**src/rtl/chess_tick_timer.sv**
```systemverilog
// ---------------------------------------------------------------------------
// chess_tick_timer
//   Per-player two-digit BCD countdown core for the chess clock. The value
//   (00..99) decrements once every p_divider clocks while i_run is high.
//   It supports a Fischer-style bonus on i_add, and flags zero and low time.
//
//   Ports
//     i_clk    system clock
//     i_rst    asynchronous, active-low reset
//     i_load   one-cycle pulse: load i_init (digits > 9 clamp to 9),
//              clear prescaler
//     i_init   BCD load value, [0] = units, [1] = tens
//     i_run    level: count down while high
//     i_add    one-cycle pulse: add p_bonus seconds (ignored at 00)
//     o_digit  current BCD value, [0] = units, [1] = tens
//     o_tick   one-cycle pulse after each applied decrement
//     o_zero   value == 00
//     o_low    0 < value <= p_low
// ---------------------------------------------------------------------------
module chess_tick_timer #(
   parameter int p_divider = 50_000_000,
   parameter int p_bonus   = 2,
   parameter int p_low     = 10
) (
   input  logic            i_clk,
   input  logic            i_rst,
   input  logic            i_load,
   input  logic [1:0][3:0] i_init,
   input  logic            i_run,
   input  logic            i_add,
   output logic [1:0][3:0] o_digit,
   output logic            o_tick,
   output logic            o_zero,
   output logic            o_low
);

   localparam int              lp_pw        = (p_divider > 2) ? $clog2(p_divider) : 1;
   localparam logic [lp_pw-1:0] lp_presc_max = lp_pw'(p_divider - 1);
   localparam logic [3:0]      lp_bonus_u   = 4'(p_bonus % 10);
   localparam logic [3:0]      lp_bonus_t   = 4'(p_bonus / 10);
   localparam logic [3:0]      lp_low_u     = 4'(p_low % 10);
   localparam logic [3:0]      lp_low_t     = 4'(p_low / 10);

   logic [lp_pw-1:0] r_presc;
   logic [1:0][3:0]  r_digit;
   logic             r_tick;
   logic             r_zero;
   logic             r_low;

   logic             w_dec;
   logic             w_add;
   logic [4:0]       w_sum_u;
   logic [4:0]       w_sum_t;
   logic             w_carry;
   logic             w_sat;
   logic [3:0]       w_add_u;
   logic [3:0]       w_add_t;
   logic [3:0]       w_next_u;
   logic [3:0]       w_next_t;
   logic             w_next_zero;
   logic             w_next_low;
   logic [lp_pw-1:0] w_next_presc;

   function automatic logic [3:0] clamp_bcd(input logic [3:0] d);
      return (d > 4'd9) ? 4'd9 : d;
   endfunction

   // A decrement event fires on the last prescaler count of a running,
   // non-zero period; a coincident load discards it.
   assign w_dec = i_run & ~r_zero & ~i_load & (r_presc == lp_presc_max);
   // A flagged player stays flagged: bonus is ignored at 00.
   assign w_add = i_add & ~r_zero & ~i_load;

   // NOTE: every signal written here gets a value on every path before any
   // conditional logic, so no latch is inferred.
   always_comb begin
      w_sum_u  = 5'd0;
      w_sum_t  = 5'd0;
      w_carry  = 1'b0;
      w_sat    = 1'b0;
      w_add_u  = r_digit[0];
      w_add_t  = r_digit[1];
      w_next_u = r_digit[0];
      w_next_t = r_digit[1];

      // BCD add stage: bonus (or zero) added digit-wise with decimal carry.
      w_sum_u = {1'b0, r_digit[0]} + (w_add ? {1'b0, lp_bonus_u} : 5'd0);
      w_carry = (w_sum_u > 5'd9);
      w_add_u = w_carry ? (w_sum_u[3:0] - 4'd10) : w_sum_u[3:0];
      w_sum_t = {1'b0, r_digit[1]} + (w_add ? {1'b0, lp_bonus_t} : 5'd0)
                + {4'd0, w_carry};
      w_sat   = (w_sum_t > 5'd9);
      w_add_t = w_sum_t[3:0];

      // BCD subtract stage. An overflowed sum is >= 100, so even after the
      // decrement it is >= 99: saturate before subtracting, not after.
      if (i_load) begin
         w_next_u = clamp_bcd(i_init[0]);
         w_next_t = clamp_bcd(i_init[1]);
      end else if (w_sat) begin
         w_next_u = 4'd9;
         w_next_t = 4'd9;
      end else if (w_dec) begin
         if (w_add_u != 4'd0) begin
            w_next_u = w_add_u - 4'd1;
            w_next_t = w_add_t;
         end else if (w_add_t != 4'd0) begin
            w_next_u = 4'd9;
            w_next_t = w_add_t - 4'd1;
         end else begin
            w_next_u = 4'd0;
            w_next_t = 4'd0;
         end
      end else begin
         w_next_u = w_add_u;
         w_next_t = w_add_t;
      end
   end

   assign w_next_zero = (w_next_u == 4'd0) && (w_next_t == 4'd0);
   assign w_next_low  = ~w_next_zero &&
                        ((w_next_t < lp_low_t) ||
                         ((w_next_t == lp_low_t) && (w_next_u <= lp_low_u)));

   // Prescaler holds while paused so the fractional second survives a pause;
   // it is parked at 0 whenever the value is (or becomes) 00.
   always_comb begin
      w_next_presc = r_presc;
      if (i_load || r_zero || w_next_zero) begin
         w_next_presc = '0;
      end else if (i_run) begin
         w_next_presc = (r_presc == lp_presc_max) ? '0 : (r_presc + lp_pw'(1));
      end
   end

   // NOTE: sequential state uses non-blocking assignments so every register
   // samples the pre-edge values regardless of statement order.
   always_ff @(posedge i_clk or negedge i_rst) begin
      if (!i_rst) begin
         r_presc <= '0;
         r_digit <= '0;
         r_tick  <= 1'b0;
         r_zero  <= 1'b1;
         r_low   <= 1'b0;
      end else begin
         r_presc    <= w_next_presc;
         r_digit[0] <= w_next_u;
         r_digit[1] <= w_next_t;
         r_tick     <= w_dec;
         r_zero     <= w_next_zero;
         r_low      <= w_next_low;
      end
   end

   assign o_digit = r_digit;
   assign o_tick  = r_tick;
   assign o_zero  = r_zero;
   assign o_low   = r_low;

endmodule

```
**config.mk**
```make
export PLATFORM = sky130hd
export DESIGN_NAME = chess_tick_timer
export DESIGN_NICKNAME = d
export VERILOG_FILES = /design/src/rtl/chess_tick_timer.sv
export SDC_FILE = /design/constraint.sdc
export NUM_CORES = 1
export LEC_CHECK = 0
export ABC_AREA = 1
export BUFFER_PORTS_ARGS = -buffer_cell sky130_fd_sc_hd__clkbuf_2
export CORE_MARGIN = 2
export CORE_UTILIZATION = 30
export DETAILED_ROUTE_END_ITERATION = 6
export GPL_TIMING_DRIVEN = 0
export PLACE_DENSITY = 0.47
export SLEW_MARGIN = 20
export SYNTH_ARGS = -nofsm -noshare
export SYNTH_HDL_FRONTEND = slang
export SYNTH_SLANG_ARGS = --single-unit
```
**constraint.sdc**
```tcl
create_clock -name i_clk -period 7.8 [get_ports i_clk]
set_input_delay 1.56 -clock i_clk [delete_from_list [all_inputs] [get_ports i_clk]]
set_output_delay 1.56 -clock i_clk [all_outputs]
set_load 0.05 [all_outputs]
```
* After elaboration in Yosys (flattened, before gate mapping)
Cells that the tools add are included. W data, S select, Z words.
Cells by class: add/subtract/negate cells 6, $lt $le $gt $ge 6, equal/unequal tests 2, muxes and demuxes 17, bitwise logic cells 8, reductions and logical operators 11
Operators with widths (number):
- $mux W26 | 3
- $mux W4 | 13
- $add A26 B1 Y26 const B | 1
- $eq A26 B26 Y1 const B | 1
- $gt A5 B4 Y1 const B | 2
- $gt A4 B4 Y1 const B | 2
- $logic_not A4 Y1 | 2
- $reduce_bool A4 Y1 | 2
- $sub A4 B1 Y4 const B | 2
- $add A4 B1 Y5 | 1
- $add A4 B2 Y5 | 1
- $and A1 B1 Y1 | 5
- $eq A4 B1 Y1 const B | 1
- $le A4 B1 Y1 const B | 1
- $lt A4 B1 Y1 const B | 1
- $sub A4 B4 Y4 const B | 1
- $logic_and A1 B1 Y1 | 3
- $logic_or A1 B1 Y1 | 3
- $not A1 Y1 | 3
- $mux W2 | 1
- $reduce_bool A2 Y1 | 1
Word-level totals: register bits 37, input bits 13

* Longest topological paths before layout
Gate-level depths: netlist of run 1.
word-level depth 17, depth in mapped cells 33

* Worst setup path before layout of run 1
OpenSTA, ideal clock, no wires.
path kind in2reg, start in i_load, end reg r_presc[0], setup time 0.128 ns, arrival 4.725 ns, required time 7.672 ns, slack 2.948 ns, stages 29, path buffers 1, path through nor2_4 -> inv_1 -> nor2_1 -> ha_1 -> nand2_1 -> nand2_1 -> inv_1 -> ha_1 -> nand2_1 -> nand2_2 -> nand3_4 -> nand2_4 -> ha_1 -> ha_1 -> inv_1 -> nand2_1 -> nor2_2 -> a21oi_1 -> a21oi_2 -> inv_1 -> a21oi_1 -> nand2_1 -> nand2_1 -> nand2_2 -> nor2_4 -> nand2_4 -> nand2_8 -> buf_12 -> nor2_4
On the way: longest elaborated chain between the ends 16, elaborated cells on any way between the ends 32, classes of those cells 5 x add/sub; 2 x order compare; 13 x mux; 4 x bitwise; 8 x reduce/logical
RTL lines:
- start, declared | RTL line 27 | input logic i_load,
- $not A1 Y1 | RTL line 70, 72
- $and A1 B1 Y1 | RTL line 72 | assign w_add = i_add & ~r_zero & ~i_load;
- $mux W2 | RTL line 87 | w_sum_u = {1'b0, r_digit[0]} + (w_add ? {1'b0, lp_bonus_u} : 5'd0);
- $add A4 B2 Y5 | RTL line 87
- $gt A5 B4 Y1 | RTL line 88 | w_carry = (w_sum_u > 5'd9);
- $add A4 B1 Y5 | RTL line 91 | + {4'd0, w_carry};
- $sub A4 B1 Y4 or $reduce_bool A4 Y1 (tied branches) | RTL line 109, 107
- $mux W4 | RTL line 107 | end else if (w_add_t != 4'd0) begin
- $mux W4 | RTL line 104 | if (w_add_u != 4'd0) begin
- $mux W4 | RTL line 103 | end else if (w_dec) begin
- $mux W4 | RTL line 100 | end else if (w_sat) begin
- $mux W4 | RTL line 97 | if (i_load) begin
- $logic_not A4 Y1 | RTL line 120 | assign w_next_zero = (w_next_u == 4'd0) && (w_next_t == 4'd0);
- $logic_and A1 B1 Y1 | RTL line 120
- $logic_or A1 B1 Y1 (*) | RTL line 129 | if (i_load || r_zero || w_next_zero) begin
- $mux W26 or $reduce_bool A2 Y1 (tied branches)
- end signal, assigned | RTL line 146 | r_presc <= w_next_presc;
- end, declared | RTL line 44 | logic [lp_pw-1:0] r_presc;
Mark *: on every way between the ends. The rest lies on a longest branch, timed or not. A chain may end at the register's enable or synchronous reset.

* Worst setup path after layout of run 1
Ends and elaborated chain as after synthesis.

==> impl_metrics.env, run 1 <==
export IMPL_cts_resized=0
export IMPL_fin_util_pct=34.3
export IMPL_place_gp_congestion=0.845
export IMPL_layout_common_cells="nand2_1 (75), inv_1 (58), nor2_1 (45)"
export IMPL_regToRegStartpoint="o_zero"
export IMPL_finalPower_mw=0.847
export IMPL_reg2reg_to="r_presc[0]"
export IMPL_fmaxAchievable_mhz=193
export IMPL_synth_xor_area_share_pct=2.92
export IMPL_clk_path_buf_depth=2
export IMPL_place_ws_ns=2.32
export IMPL_cts_sinks=37
export IMPL_num_rows=36
export IMPL_postRouteAntennaNets=0
export IMPL_dr_pass1_iters=4
export IMPL_area_growth_pct=12.4
export IMPL_finalSetupTns_ns=0
export IMPL_critPathKind="in2reg"
export IMPL_critPathSlowestCell="a21oi_2"
export IMPL_rsz0062_at_grt="false"
export IMPL_cts_buffers=5
export IMPL_fp_dieArea_mm2=0.0107
export IMPL_ys_warn_count=0
export IMPL_clkLatencyLatePin_ns=0.29
export IMPL_via_per_inst=4.36
export IMPL_grt_start_max_net_pins=38
export IMPL_start_util_pct=30.6
export IMPL_die_x_um=103
export IMPL_antenna_found_initial=0
export IMPL_tightest_slew_ns=0.875
export IMPL_fin_ws_ns=2.62
export IMPL_syn_inst=390
export IMPL_required_ns=7.97
export IMPL_nets=442
export IMPL_grt_use_total_pct=13.2
export IMPL_relSlewSlack_pct=41.7
export IMPL_avgSynthCellArea_um2=7.59
export IMPL_slowest_delay_ns=0.28
export IMPL_final_area_mm2=0.00333
export IMPL_grt_pass1_wl_um=11100
export IMPL_path_clk_slew_ns=0.08
export IMPL_gr_total_overflow=0
export IMPL_hold_start="r_presc[15]"
export IMPL_drt_iter0_drc=110
export IMPL_r2r_worst_path_cells=29
export IMPL_hold_violations=0
export IMPL_post_dp_cell_area_mm2=0.00324
export IMPL_max_cap_viol_count=0
export IMPL_portBuffers=22
export IMPL_hpwl_um=4920
export IMPL_synthSimpleGateAreaFrac_pct=43.3
export IMPL_post_cts_buffers=0
export IMPL_synth_seq_cells=37
export IMPL_final_common_cell="nand2_1"
export IMPL_final_layout_size_suffix_gt1_share_pct=24.5
export IMPL_critical_path_max_fanout=10
export IMPL_power_leakage_nw=1.52
export IMPL_synthAdderAreaFrac_pct=4.23
export IMPL_synth_compound_area_share_pct=7.74
export IMPL_muxShareOfSynthArea_pct=0
export IMPL_seq_area_frac_synth_pct=31.3
export IMPL_drc=0
export IMPL_synthDistinctLibCells=39
export IMPL_syn_cell_area_mm2=0.00296
export IMPL_hold_depth=2
export IMPL_synth_top_family_by_area="simple AND/OR/NAND/NOR gates"
export IMPL_die_height_um=103
export IMPL_cp_end_kind="register"
export IMPL_hold_class="reg2reg"
export IMPL_cts_tree="yes"
export IMPL_synth_area_leaders="dfrtp_1 (30%), nand2_1 (9.5%), nor2_4 (9.1%)"
export IMPL_cts_root_buffer="clkbuf_8"
export IMPL_layout_worst_path_cycle_share_pct=66.4
export IMPL_crit_path_frequent_cell="nand2_1"
export IMPL_min_to="r_presc[15]"
export IMPL_grt_pass1_vias=2484
export IMPL_status="finished, final reports clean"
export IMPL_avgRoutedWirePerCell_um=11.5
export IMPL_antenna_cells=0
export IMPL_ir_drop_v=0.000121
export IMPL_crit_arrival_ns=5.35
export IMPL_setup_violations=0
export IMPL_synth_fp_nets=413
export IMPL_synth_top_cell_area_share_pct=30.4
export IMPL_num_vias=2411
export IMPL_ioPinCount=24
export IMPL_core_mm2=0.00968
export IMPL_skew_ns=0.00483
export IMPL_hold_buffers=0
export IMPL_start_kind="primary input"
export IMPL_totalWireLength_um=6350
export IMPL_powerDensity_mw_per_mm2=255
export IMPL_rrSetupSlack_ns=3.61
export IMPL_yosys_area_top_type="dfrtp_1"
export IMPL_cts_htree_levels=2
export IMPL_drv_slew=0
export IMPL_period_minus_slack_ns=5.18
-- synth_stat cells (all sizes together) --
library cell  number
buf                3
o221ai             1
or2                1
nand4              6
nor4               1
dfrtp             36
ha                10
nor2              80
nand3             31
and2               2
o21ai             19
inv               69
nand3b             1
a31oi              1
xor2               7
nor3               8
clkbuf             1
a21o               1
a21oi             20
xnor2              2
nand2             88
dfstp              1
nor3b              1
-- cell families after synthesis --
| family | after synthesis |
|---|---|
| flip-flops | 37 |
| buffers and inverters | 73 |
| AND/OR/NAND/NOR | 219 |
| AO/OA/AOI/OAI | 42 |
| XOR/XNOR | 9 |
| adder cells (fa/ha/maj) | 10 |
-- final cells by class --
class                   count  area (µm²)
flip-flops and latches     37         927
clock buffers               8        90.1
multi-input cells         280        1720
inverters                  69         259
repair buffers             22         110
fillers                  1054        6360
well taps                 133         166
plain buffers               4        51.3
-- routing by layer --
layer  vias to the layer above  GRT usage, %  routed length, µm
li1                       1270             -                  -
met1                      1105          17.1               3150
met2                        30          22.4               2930
met3                         6          2.22                200
met4                         0          4.25                 76
met5                         -             0                  0
-- report_power, final --
part           internal [mW]  switching [mW]
registers              0.209          0.0169
clock network         0.0722          0.0690
logic                  0.156           0.324
total                  0.437           0.410
-- sequential cells by signal, indices dropped and copies added, names as in the netlist --
name,cells
o_digit,8
o_low,1
o_tick,1
o_zero,1
r_presc,26
-- how the worst max path moves through the flow --
stage                 from  slack (ns)    endpoint  cells after the start
detailed placement  i_load        2.32  r_presc[0]                     30
global placement    i_load        2.30  r_presc[0]                     30
CTS                 i_load        2.60  r_presc[0]                     30
finish              i_load        2.62  r_presc[0]                     30
global route        i_load        2.20  r_presc[4]                     32
floorplan           i_load        2.95  r_presc[0]                     29
-- worst max-delay path, delay by kind of cell --
family / cells / cell delay (ns)
AOI/OAI and AO/OA: 3 / 0.49
adders and majority gates: 4 / 0.87
buffers and inverters: 6 / 0.70
and+or+nand+nor: 17 / 1.69
-- per-stage QoR --
stage	hold WS, ns	cells
after floorplan	0.560	390
final	0.614	553
after global routing	0.660	553
after CTS	0.621	553
after detailed placement	0.603	545
after global placement	0.587	545
(Power assumes the default switching activity.)
==> run 2: changes to the inputs <==
--- a/config.mk
+++ b/config.mk
@@ -11,7 +11,7 @@
 export CORE_UTILIZATION = 30
 export DETAILED_ROUTE_END_ITERATION = 6
 export GPL_TIMING_DRIVEN = 0
-export PLACE_DENSITY = 0.47
+export PLACE_DENSITY = 0.48
 export SLEW_MARGIN = 20
 export SYNTH_ARGS = -nofsm -noshare
 export SYNTH_HDL_FRONTEND = slang
==> constraint.sdc (replaced) <==
create_clock -name i_clk -period 4.3 [get_ports i_clk]
set_input_delay 0.86 -clock i_clk [delete_from_list [all_inputs] [get_ports i_clk]]
set_output_delay 0.86 -clock i_clk [all_outputs]
set_load 0.05 [all_outputs]
==> impl_metrics.env, run 2 (synthesized netlist as in run 1, its figures left out) <==
export IMPL_clk_path_buf_depth=2
export IMPL_placed_cells=545
export IMPL_num_rows=36
export IMPL_status="finished, final reports clean"
export IMPL_hold_depth=2
export IMPL_power_leakage_nw=1.57
export IMPL_crit_arrival_ns=4.26
export IMPL_portBuffers=22
export IMPL_critPathKind="in2reg"
export IMPL_dr_pass1_iters=4
export IMPL_hold_start="r_presc[15]"
export IMPL_antenna_cells=0
export IMPL_antenna_found_initial=0
export IMPL_max_cap_viol_count=0
export IMPL_start_util_pct=30.6
export IMPL_path_clk_slew_ns=0.08
export IMPL_use_met3_pct=2.49
export IMPL_hpwl_um=4930
export IMPL_cp_end_kind="register"
export IMPL_regToRegStartpoint="o_zero"
export IMPL_powerDensity_mw_per_mm2=459
export IMPL_final_layout_size_suffix_gt1_share_pct=28.4
export IMPL_avgRoutedWirePerCell_um=11.5
export IMPL_gr_total_overflow=0
export IMPL_reg2reg_to="r_presc[22]"
export IMPL_min_to="r_presc[15]"
export IMPL_die_x_um=103
export IMPL_drt_iter0_drc=107
export IMPL_layout_worst_path_cycle_share_pct=94.8
export IMPL_postRouteAntennaNets=0
export IMPL_setup_violations=0
export IMPL_fp_dieArea_mm2=0.0107
export IMPL_critPathSlowestCell="a21oi_2"
export IMPL_cts_sinks=37
export IMPL_num_vias=2496
export IMPL_cts_htree_levels=2
export IMPL_drv_slew=0
export IMPL_ioPinCount=24
export IMPL_hold_violations=0
export IMPL_instances_no_fill=562
export IMPL_met1_usage_pct=17.2
export IMPL_nets=451
export IMPL_finalPower_mw=1.61
export IMPL_place_ws_ns=-0.530
export IMPL_critical_path_max_fanout=6
export IMPL_start_kind="primary input"
export IMPL_fin_ws_ns=0.223
export IMPL_relSlewSlack_pct=43.0
export IMPL_core_mm2=0.00968
export IMPL_largest_reg_flops=26
export IMPL_drc=0
export IMPL_via_per_inst=4.44
export IMPL_cts_root_buffer="clkbuf_8"
export IMPL_cts_buffers=5
export IMPL_r2r_worst_path_cells=30
export IMPL_layout_common_cells="nand2_1 (73), inv_1 (55), nor2_1 (44)"
export IMPL_required_ns=4.48
export IMPL_fmaxAchievable_mhz=245
export IMPL_grtUsageMet2_pct=21.1
export IMPL_slowest_delay_ns=0.31
export IMPL_post_dp_cell_area_mm2=0.00324
export IMPL_hold_class="reg2reg"
export IMPL_final_common_cell="nand2_1"
export IMPL_grt_start_max_net_pins=38
export IMPL_hold_buffers=0
export IMPL_clkLatencyLatePin_ns=0.29
export IMPL_grt_pass1_vias=2299
export IMPL_tightest_slew_ns=0.854
export IMPL_area_growth_pct=18.1
export IMPL_skew_ns=0.00903
export IMPL_busiest_layer="met2"
export IMPL_cts_tree="yes"
export IMPL_ir_drop_v=0.000216
export IMPL_final_area_mm2=0.00350
export IMPL_crit_path_frequent_cell="nand2_1"
export IMPL_die_height_um=103
export IMPL_rrSetupSlack_ns=0.43
export IMPL_place_gp_congestion=0.869
export IMPL_totalWireLength_um=6480
export IMPL_grt_use_total_pct=12.7
export IMPL_fin_util_pct=36.1
export IMPL_grt_pass1_wl_um=10600
export IMPL_top_register="r_presc"
export IMPL_period_minus_slack_ns=4.08
-- run 2: cell types whose count changed in the layout (fill, tap and decap cells not counted), moves of 3 or more --
cell / delta
inv_1: -3
buf_4: +6
ha_4: +3
ha_1: -3
inv_2: +3
-- run 2: worst max-delay path, delay by kind of cell --
kind / cells / cell delay, ns
compound gates: 3 / 0.49
buf+inv: 6 / 0.60
fa+ha+maj: 4 / 0.77
simple gates: 17 / 1.53
-- run 2: layout make-up --
| class | count | area, µm² |
|---|---|---|
| Timing Repair Buffer | 31 | 228 |
| Inverter | 69 | 259 |
| Clock buffer | 8 | 80.1 |
| Sequential cell | 37 | 927 |
| Tap cell | 133 | 166 |
| Multi-Input combinational cell | 280 | 1780 |
| Buffer | 4 | 51.3 |
| Fill cell | 1053 | 6190 |
-- run 2: timing repair --
action,CTS,global route
resized for setup,6,10
setup endpoints to repair,26,27
buffers inserted,2,5
cloned,1,1
pin swaps,4,7
-- run 2: how the worst max path moves through the flow --
stage	startpoint	depth (start not counted)	endpoint	slack [ns]
floorplan	i_load	29	r_presc[0]	0.15
global placement	i_load	30	r_presc[0]	-0.49
detailed placement	i_load	30	r_presc[0]	-0.53
CTS	i_load	30	r_presc[22]	0.05
global route	i_load	32	r_presc[17]	-0.02
finish	i_load	30	r_presc[22]	0.22
-- run 2: stage by stage --
step	hold WS, ns	setup TNS [ns]
after floorplan	0.560	0
after global placement	0.588	-11.80
after detailed placement	0.607	-12.95
after CTS	0.626	0
after global routing	0.664	-0.112
final	0.619	0
-- run 2: routing by layer --
metal  share of wire [%]  routed length (µm)
met5                   0                   0
met4                 1.4                  93
met3                 3.1                 202
met2                  47                3060
met1                  48                3120
-- run 2: report_power, final --
group          switching, mW  leakage (nW)  internal, mW
registers             0.0372         0.494         0.380
logic                  0.610          1.04         0.342
clock network          0.121        0.0395         0.115
total                  0.769          1.57         0.837
==> run 3: changes to the inputs <==
--- a/config.mk
+++ b/config.mk
@@ -7,12 +7,11 @@
 export LEC_CHECK = 0
 export ABC_AREA = 1
 export BUFFER_PORTS_ARGS = -buffer_cell sky130_fd_sc_hd__clkbuf_2
-export CORE_MARGIN = 2
+export CORE_MARGIN = 1
 export CORE_UTILIZATION = 30
 export DETAILED_ROUTE_END_ITERATION = 6
 export GPL_TIMING_DRIVEN = 0
-export PLACE_DENSITY = 0.48
-export SLEW_MARGIN = 20
+export SLEW_MARGIN = 25
 export SYNTH_ARGS = -nofsm -noshare
 export SYNTH_HDL_FRONTEND = slang
 export SYNTH_SLANG_ARGS = --single-unit
==> impl_metrics.env, run 3 (synthesized netlist as in run 1, its figures left out) <==
export IMPL_grt_start_max_net_pins=38
export IMPL_clk_path_buf_depth=2
export IMPL_cts_htree_levels=2
export IMPL_r2r_worst_path_cells=27
export IMPL_setup_violations=0
export IMPL_crit_arrival_ns=4.30
export IMPL_cts_buffers=5
export IMPL_core_mm2=0.00942
export IMPL_drt_iter0_drc=56
export IMPL_skew_ns=0.00306
export IMPL_hpwl_um=4680
export IMPL_reg2reg_to="r_presc[20]"
export IMPL_period_minus_slack_ns=4.11
export IMPL_num_rows=35
export IMPL_clkLatencyLatePin_ns=0.29
export IMPL_die_x_um=101
export IMPL_final_layout_size_suffix_gt1_share_pct=29.6
export IMPL_cts_sinks=37
export IMPL_nets=451
export IMPL_grt_use_total_pct=13.3
export IMPL_critical_path_max_fanout=5
export IMPL_crit_start="i_load"
export IMPL_p_int_mw=0.944
export IMPL_rrSetupSlack_ns=0.32
export IMPL_required_ns=4.49
export IMPL_path_clk_slew_ns=0.08
export IMPL_crit_end="r_presc[20]"
export IMPL_gr_total_overflow=0
export IMPL_regToRegStartpoint="o_zero"
export IMPL_die_height_um=101
export IMPL_cts_tree="yes"
export IMPL_relSlewSlack_pct=42.1
export IMPL_portBuffers=22
export IMPL_critPathKind="in2reg"
export IMPL_fin_util_pct=37.7
export IMPL_largest_reg_flops=26
export IMPL_layout_worst_path_cycle_share_pct=95.6
export IMPL_start_util_pct=31.4
export IMPL_status="finished, final reports clean"
export IMPL_dr_pass1_iters=4
export IMPL_swShare_pct=46.5
export IMPL_start_kind="primary input"
export IMPL_cp_depth=28
export IMPL_hold_class="reg2reg"
export IMPL_power_leakage_nw=1.59
export IMPL_antenna_found_initial=0
export IMPL_finalPower_mw=1.76
export IMPL_switchingPower_mw=0.819
export IMPL_num_vias=2474
export IMPL_seqPwrFrac_pct=23.7
export IMPL_cp_end_kind="register"
export IMPL_tightest_slew_ns=0.869
export IMPL_grt_pass1_vias=2409
export IMPL_drv_slew=0
export IMPL_grt_pass1_wl_um=10800
export IMPL_fp_dieArea_mm2=0.0103
export IMPL_ioPinCount=24
export IMPL_place_gp_congestion=0.843
export IMPL_via_per_inst=4.43
export IMPL_ir_drop_v=0.000260
export IMPL_hold_violations=0
export IMPL_area_growth_pct=20.1
export IMPL_layout_common_cells="nand2_1 (72), inv_1 (56), nor2_1 (43)"
export IMPL_clkPwrFrac_pct=18.2
export IMPL_avgRoutedWirePerCell_um=11.4
export IMPL_critPathSlowestCell="ha_2"
export IMPL_slowest_delay_ns=0.32
export IMPL_max_cap_viol_count=0
export IMPL_powerDensity_mw_per_mm2=496
export IMPL_antenna_cells=0
export IMPL_crit_family="simple AND/OR/NAND/NOR gates"
export IMPL_cts_root_buffer="clkbuf_8"
export IMPL_fmaxAchievable_mhz=243
export IMPL_combPwrFrac_pct=58.1
export IMPL_path_buf_inv=7
export IMPL_top_register="r_presc"
export IMPL_final_common_cell="nand2_1"
export IMPL_totalWireLength_um=6360
export IMPL_drc=0
export IMPL_postRouteAntennaNets=0
## run 3: cell types whose count changed in the layout (fill, tap and decap cells not counted), sizes merged
cell	change
buf	+1
bufinv	+1
clkbuf	-2
## run 3: final cells by class
type                       count  area (µm²)
inverter                      69         259
buffer                         4        51.3
timing repair buffer          31         219
fill                         967        5860
sequential                    37         927
clock inverter                 1        30.0
tap                          129         161
clock buffer                   7        86.3
multi-input combinational    280        1820
## run 3: power by group through the flow
stage | registers [mW] | clock network (mW) | logic (mW)
final | 0.418 | 0.321 | 1.02
after global routing | 0.422 | 0.344 | 1.14
after CTS | 0.412 | 0.332 | 0.912
after detailed placement | 0.419 | 0 | 0.864
after global placement | 0.418 | 0 | 0.850
after floorplan | 0.514 | 0 | 0.613
## run 3: worst reg2reg max path, stage by stage, from the launching register on
cell       delay [ns]
dfstp_2          0.58
nor2_4           0.04
inv_2            0.10
nor2_4           0.06
buf_4            0.14
ha_4             0.28
inv_1            0.06
ha_1             0.19
nand2_1          0.08
nand2_2          0.07
nand3_4          0.09
nand2_4          0.07
ha_4             0.17
ha_2             0.32
inv_2            0.05
ha_2             0.18
a21oi_4          0.18
a21oi_4          0.10
buf_4            0.17
nand2_1          0.06
nor2_1           0.05
nor2_1           0.14
nand2_1          0.11
nor2_2           0.16
nand2_4          0.09
nand2_8          0.13
clkbuf_16        0.18
nor2_4           0.03
## run 3: worst min path at each step
stage | startpoint | end | cells past startpoint
after floorplan | i_rst | o_digit[0] | 0
after global placement | r_presc[15] | r_presc[15] | 2
after detailed placement | r_presc[15] | r_presc[15] | 2
after CTS | r_presc[15] | r_presc[15] | 2
after global routing | r_presc[4] | r_presc[4] | 2
final | r_presc[15] | r_presc[15] | 2
## run 3: routing by layer
layer | track usage (%) | part of all wire (%) | up-vias | wire, µm
met4 | 3.34 | 0.90 | 0 | 57
met5 | 0 | 0 | - | 0
met3 | 2.69 | 2.5 | 7 | 162
met1 | 17.0 | 49 | 1145 | 3120
li1 | - | - | 1296 | -
met2 | 23.0 | 47 | 26 | 3020
## run 3: stage by stage
step                std cells  TNS, ns  hold slack [ns]  instance area, µm²  worst slack, ns
floorplan                 390        0            0.560                2960            0.148
global placement          541   -10.91            0.584                3230           -0.458
detailed placement        541   -12.18            0.599                3230           -0.504
CTS                       552        0            0.617                3410           0.0124
global route              558  -0.0189            0.655                3550         -0.00676
finish                    558        0            0.607                3550            0.188
## run 3: timing repair
action | in CTS | in global routing
resized for setup | 7 | 19
endpoints found under the setup margin | 26 | 26
pin swaps | 4 | 8
hold buffers | 0 | 0
buffers inserted | 2 | 5
gates cloned | 1 | 1
